File: config.mk
export PLATFORM = sky130hd
export DESIGN_NAME = wb_register_file
export DESIGN_NICKNAME = d
export VERILOG_FILES = /design/src/rtl/wb_register_file.sv
export SDC_FILE = /design/constraint.sdc
export NUM_CORES = 2
export LEC_CHECK = 0
export CORE_ASPECT_RATIO = 0.9
export CORE_MARGIN = 3
export CORE_UTILIZATION = 50
export CTS_BUF_LIST = sky130_fd_sc_hd__clkbuf_8
export DETAILED_ROUTE_END_ITERATION = 10
export HOLD_SLACK_MARGIN = 0.03
export PLACE_DENSITY = 0.74
export REMOVE_ABC_BUFFERS = 1
export SETUP_SLACK_MARGIN = 0.5
export SYNTH_ARGS = -nofsm -noshare
export SYNTH_HDL_FRONTEND = slang
export SYNTH_SLANG_ARGS = --single-unit
export TNS_END_PERCENT = 5
File: constraint.sdc
create_clock -name clk -period 4.7 [get_ports clk]
set_clock_uncertainty 0.05 [all_clocks]
set_input_delay 0.705 -clock clk [delete_from_list [all_inputs] [get_ports clk]]
set_output_delay 0.705 -clock clk [all_outputs]
set_load 0.02 [all_outputs]
File: src/rtl/wb_register_file.sv
// Architectural register file of the pipelined MIPS core, at the consumer end
// of the writeback path. It has two combinational read ports with a
// write-to-read bypass, a registered debug read port, and write-activity
// bookkeeping: a wrapping commit counter and the last destination written.
module wb_register_file #(
    parameter  int WIDTH = 32,
    parameter  int NREG  = 32,
    parameter  int CNTW  = 16,
    localparam int AW    = $clog2(NREG)
) (
    input  logic             clk,
    input  logic             rst_n,
    // writeback interface
    input  logic             regWriteW,
    input  logic [AW-1:0]    writeRegW,
    input  logic [WIDTH-1:0] resultW,
    // decode-stage read ports
    input  logic [AW-1:0]    A1,
    input  logic [AW-1:0]    A2,
    output logic [WIDTH-1:0] RD1,
    output logic [WIDTH-1:0] RD2,
    // debug / lab inspection
    input  logic [AW-1:0]    dbgAddr,
    output logic [WIDTH-1:0] dbgData,
    output logic [CNTW-1:0]  writeCount,
    output logic [AW-1:0]    lastWriteReg,
    output logic             lastWriteValid
);

    // Architectural state. Entry 0 is kept at zero so that it reads back as
    // zero without any special case in the debug path.
    logic [WIDTH-1:0] regs_q [NREG];
    logic [WIDTH-1:0] regs_d [NREG];

    logic [WIDTH-1:0] dbg_data_q,        dbg_data_d;
    logic [CNTW-1:0]  write_count_q,     write_count_d;
    logic [AW-1:0]    last_write_reg_q,  last_write_reg_d;
    logic             last_write_valid_q, last_write_valid_d;

    // A write commits only with the enable high and a non-zero destination.
    // Testing regWriteW first keeps an X on writeRegW harmless while idle.
    logic commit;
    assign commit = regWriteW && (writeRegW != '0);

    // Next-state for the register array: only the addressed entry changes.
    always_comb begin
        // NOTE: every always_comb output gets a default before any branch;
        // otherwise a path that skips the assignment infers a latch.
        for (int i = 0; i < NREG; i++) begin
            regs_d[i] = regs_q[i];
        end
        if (commit) begin
            for (int i = 1; i < NREG; i++) begin
                if (writeRegW == AW'(i)) begin
                    regs_d[i] = resultW;
                end
            end
        end
        regs_d[0] = '0;
    end

    // Next-state for bookkeeping and the debug port.
    always_comb begin
        write_count_d      = write_count_q;
        last_write_reg_d   = last_write_reg_q;
        last_write_valid_d = last_write_valid_q;
        // The debug port samples the pre-write contents; it has no bypass.
        dbg_data_d         = regs_q[dbgAddr];
        if (commit) begin
            // Counter wraps modulo 2^CNTW by plain overflow.
            write_count_d      = write_count_q + 1'b1;
            last_write_reg_d   = writeRegW;
            last_write_valid_d = 1'b1;
        end
    end

    // Register array update; reset clears every entry and dominates a write.
    always_ff @(posedge clk or negedge rst_n) begin
        if (!rst_n) begin
            // NOTE: this array is architectural state that must read as zero
            // after reset, so it is reset explicitly; a plain data RAM would
            // normally be left unreset so it can map to memory macros.
            for (int i = 0; i < NREG; i++) begin
                regs_q[i] <= '0;
            end
        end else begin
            // NOTE: sequential state uses non-blocking assignments so every
            // flop samples pre-edge values regardless of statement order.
            for (int i = 0; i < NREG; i++) begin
                regs_q[i] <= regs_d[i];
            end
        end
    end

    // Bookkeeping and debug data flops.
    always_ff @(posedge clk or negedge rst_n) begin
        if (!rst_n) begin
            dbg_data_q         <= '0;
            write_count_q      <= '0;
            last_write_reg_q   <= '0;
            last_write_valid_q <= 1'b0;
        end else begin
            dbg_data_q         <= dbg_data_d;
            write_count_q      <= write_count_d;
            last_write_reg_q   <= last_write_reg_d;
            last_write_valid_q <= last_write_valid_d;
        end
    end

    // Read port 1: bypass the writeback value, and force address 0 to zero.
    always_comb begin
        RD1 = regs_q[A1];
        if (A1 == '0) begin
            RD1 = '0;
        end else if (regWriteW && (writeRegW == A1)) begin
            RD1 = resultW;
        end
    end

    // Read port 2: identical to port 1 and independent of it.
    always_comb begin
        RD2 = regs_q[A2];
        if (A2 == '0) begin
            RD2 = '0;
        end else if (regWriteW && (writeRegW == A2)) begin
            RD2 = resultW;
        end
    end

    assign dbgData        = dbg_data_q;
    assign writeCount     = write_count_q;
    assign lastWriteReg   = last_write_reg_q;
    assign lastWriteValid = last_write_valid_q;

endmodule
==> impl_results.md <==
- Status: complete, no violations
- Setup TNS: 0 ns
- Asr flop ratio synth: 1.000
- Routed via count: between 40k and 50k
- Prevailing post-synth register cell: dfrtp_1
- Ports: 173
- Critical Path AT: about 3.5 ns
- Nets: around 4.6k
- Clk slew on worst S/H paths: 0.06 ns
- Logic pwr share: 0.269
- Filler Cell Count: between 9k and 10k
- Switch Pwr: 0.008745 W
- Global-route wire length before repair: 322100 microns
- Max Slew Vio Count: 0
- Largest net degree at the start of global routing: between 100 and 150
- RSZ-0062 raised after global routing: true
- #FFs+latches synth: ~1.0k
- Crit Path Max Fanout: 28
- CTS tree: built
- MaxCap Viol Count: 0
- Power Density: approximately 400 mW/mm^2
- Register area share after synthesis: 0.4093
- Layout cell share with drive strength beyond 1: 0.5277
- Sequential cell area: about 0.026 sq mm
- DRC viols: 0
- Worst slew margin: 0.1801
- Slew @ Worst Pin: around 1.2 ns
- Critical Path RT: about 4 ns
- Sequential share of power: 0.437
- Area of the multi-input gates: around 0.036 sq mm
- Die span in x: 383.0 microns
- Worst hold slack: around 0.13 ns
- Post-layout minimum cycle time: 4.292 ns
- Port bufs: between 150 and 200
- DP Wirelength: 128300 microns
- Post-synthesis cell count: 4416
- Max VDD drop: 232.9 uV
- Max Clock Freq: between 200 and 250 MHz
- Routed vias/inst: between 7 and 8
- Crit path capture type: output pin
- Die ar.: ~0.13 sq mm
- Core area: 0.1260 sq mm
- Initial Util: 0.5074
- GRT Util Overall: 0.3318
- HP Class: input port to register
- Clock share of power: 0.294
- GRT overflow: 0
- Layout Cells excl Fill: roughly 6.3k
- Post-route ant nets: 0
- Setup CP Type: input port to output pin
- Fin. Hold Viols: 0
- Dpl ws: just under 0.08 ns
- Final period util: 0.9132
- Bufs on Longest Clock Path: 3
- Setup violations, final: 0
- Sw Ratio: 0.3048
- RePlAce Congestion: between 0.8 and 0.9
- Post-synth EDFFs: 0
- TritonCTS Sinks: between 1k and 1.5k
- First-pass iteration count of the detailed router: 5
- Iter 0 DRT Violations: 6231
- Critical path launch point type: input port
- Clk Latency, worst-skew pair: about 0.92 ns
- Chip height: roughly 350 microns
- Area grow syn2layout: 13.53%
- Leakage power: 30.14 nW
- Synth cell types: 38
- Syn avg cell area: between 10 and 15 sq um
- Internal power: 0.01995 W
- CTS Buf Count: between 150 and 200
- Wire per inst: about 35 microns
- Mapped Area: between 0.06 and 0.07 sq mm
- Rows: approximately 120
- Clock Tree Root: clkbuf_8
- Placed Cells: around 6k
- Drt total wl: ~220000 microns
- Synth Warn #: 0
- Vias in the first global route: around 46k
- Initial antenna violation count: 5
- Setup ws final: 0.4080 ns
- # H-tree levels: 4
[final cells by class]
class                      count  area share
antenna                        4   0.0001379
clock buffer                 232     0.04398
clock inverter                80    0.005480
inverter                       2   0.0001034
multi-input combinational   2864      0.4965
sequential                  1046      0.3605
tap                         1687     0.02907
timing repair buffer         434     0.06424
[metrics by stage]
stage          total power (W)  instance area [sq um]  utilization
2_1_floorplan          0.01714                  61760            -
3_3_place_gp           0.01986                  68650       0.5446
3_5_place_dp           0.02017                  68650       0.5446
4_1_cts                0.02859                  72510       0.5753
5_1_grt                0.02978                  72600       0.5760
6_report               0.02869                  72610       0.5761
[power by group through the flow]
stage	Clock (W)	Sequential, W	Combinational (W)
finish	0.00842	0.0125	0.00772
global route	0.00891	0.0127	0.00813
CTS	0.00849	0.0124	0.00766
detailed placement	0	0.0126	0.00759
global placement	0	0.0124	0.00743
floorplan	0	0.0122	0.00499
[flip-flops by register name, summed over array words and instances (netlist names)]
signal	count
lastWriteReg	5
dbgData	32
lastWriteValid	1
regs_q	992
writeCount	16
[kinds of logic (layout without fill, tap and decap cells)]
family,count (synthesis),count (layout),share of synthesized area
buffers and inverters,508,748,0.03443
adder cells (fa/ha/maj),1,1,0.0001956
multiplexers,1984,1984,0.4648
AND/OR/NAND/NOR,559,561,0.04768
AO/OA/AOI/OAI,293,293,0.04021
XOR/XNOR,25,25,0.003424
other,0,4,0
flip-flops,1046,1046,0.4093
[what timing repair did]
action / CTS / global route
resized for setup: 25 / 17
endpoints found under the setup margin: 61 / 58
gates cloned: 2 / 0
buffers inserted: 8 / 3
pin swaps: 4 / 2
hold buffers: 1 / 0
endpoints found under the hold margin: 48 / 0
[per-layer routing]
layer | vias up | routed length, microns | global-route usage
li1 | 17710 | - | -
met5 | - | 0 | 0
met4 | 0 | 14090 | 0.1890
met1 | 24170 | 81910 | 0.4392
met3 | 808 | 26270 | 0.09654
met2 | 3265 | 98700 | 0.4904
[placed cells by master (no fill, tap or decap), types with 56 or more instances in the layout]
master and instances:
mux2_2 1180, buf_4 190, nor2_1 67, inv_1 56, mux4_2 670, buf_12 77
mux2i_1 130, nor2b_1 256, clkdlybuf4s50_1 148, o221ai_1 127, nor3_1 130, dfrtp_1 1046
a221oi_1 64, clkbuf_8 232
[Yosys cell counts (3+ instances only)]
library cell / count / area [sq um]
nand4b_1: 3 / 26.28
mux2i_1: 130 / 1301
nor4_1: 4 / 25.02
nand3b_1: 4 / 30.03
buf_1: 54 / 202.7
a22o_1: 32 / 280.3
mux2_1: 4 / 45.04
nor3b_1: 4 / 30.03
buf_6: 3 / 33.78
mux2_2: 1180 / 13290
dfrtp_1: 1046 / 26180
nand4_1: 5 / 31.28
a311oi_1: 64 / 560.5
nor3_1: 132 / 660.6
nand2b_1: 8 / 50.05
xor2_1: 7 / 61.31
o221ai_1: 128 / 1121
a221oi_1: 64 / 560.5
xnor2_1: 18 / 157.7
buf_4: 40 / 300.3
mux4_2: 670 / 15090
nand3_1: 7 / 35.03
nand2_1: 38 / 142.6
nor2_1: 83 / 311.6
buf_2: 98 / 490.5
nor2b_1: 261 / 1633
clkbuf_1: 311 / 1167
[final timing paths]
kind,end,cells after the start,slack (ns),from
min in group asynchronous,regs_q[813],2,0.32,rst_n
worst max register to register,dbgData[23],3,2.76,regs_q[535]
max in group asynchronous,regs_q[778],3,3.00,rst_n
worst min-delay path,lastWriteReg[1],3,0.13,writeRegW[1]
worst max-delay path,RD2[29],8,0.41,A2[0]
worst min register to register,lastWriteValid,1,0.42,lastWriteValid
[worst max-delay path: stages]
cell	delay [ns]
buf_8	0.32
buf_12	0.26
buf_4	0.24
mux4_2	0.53
mux2_2	0.31
o221ai_1	0.35
a311oi_1	0.19
clkdlybuf4s50_1	0.57
Power figures use the tool's default switching activity.
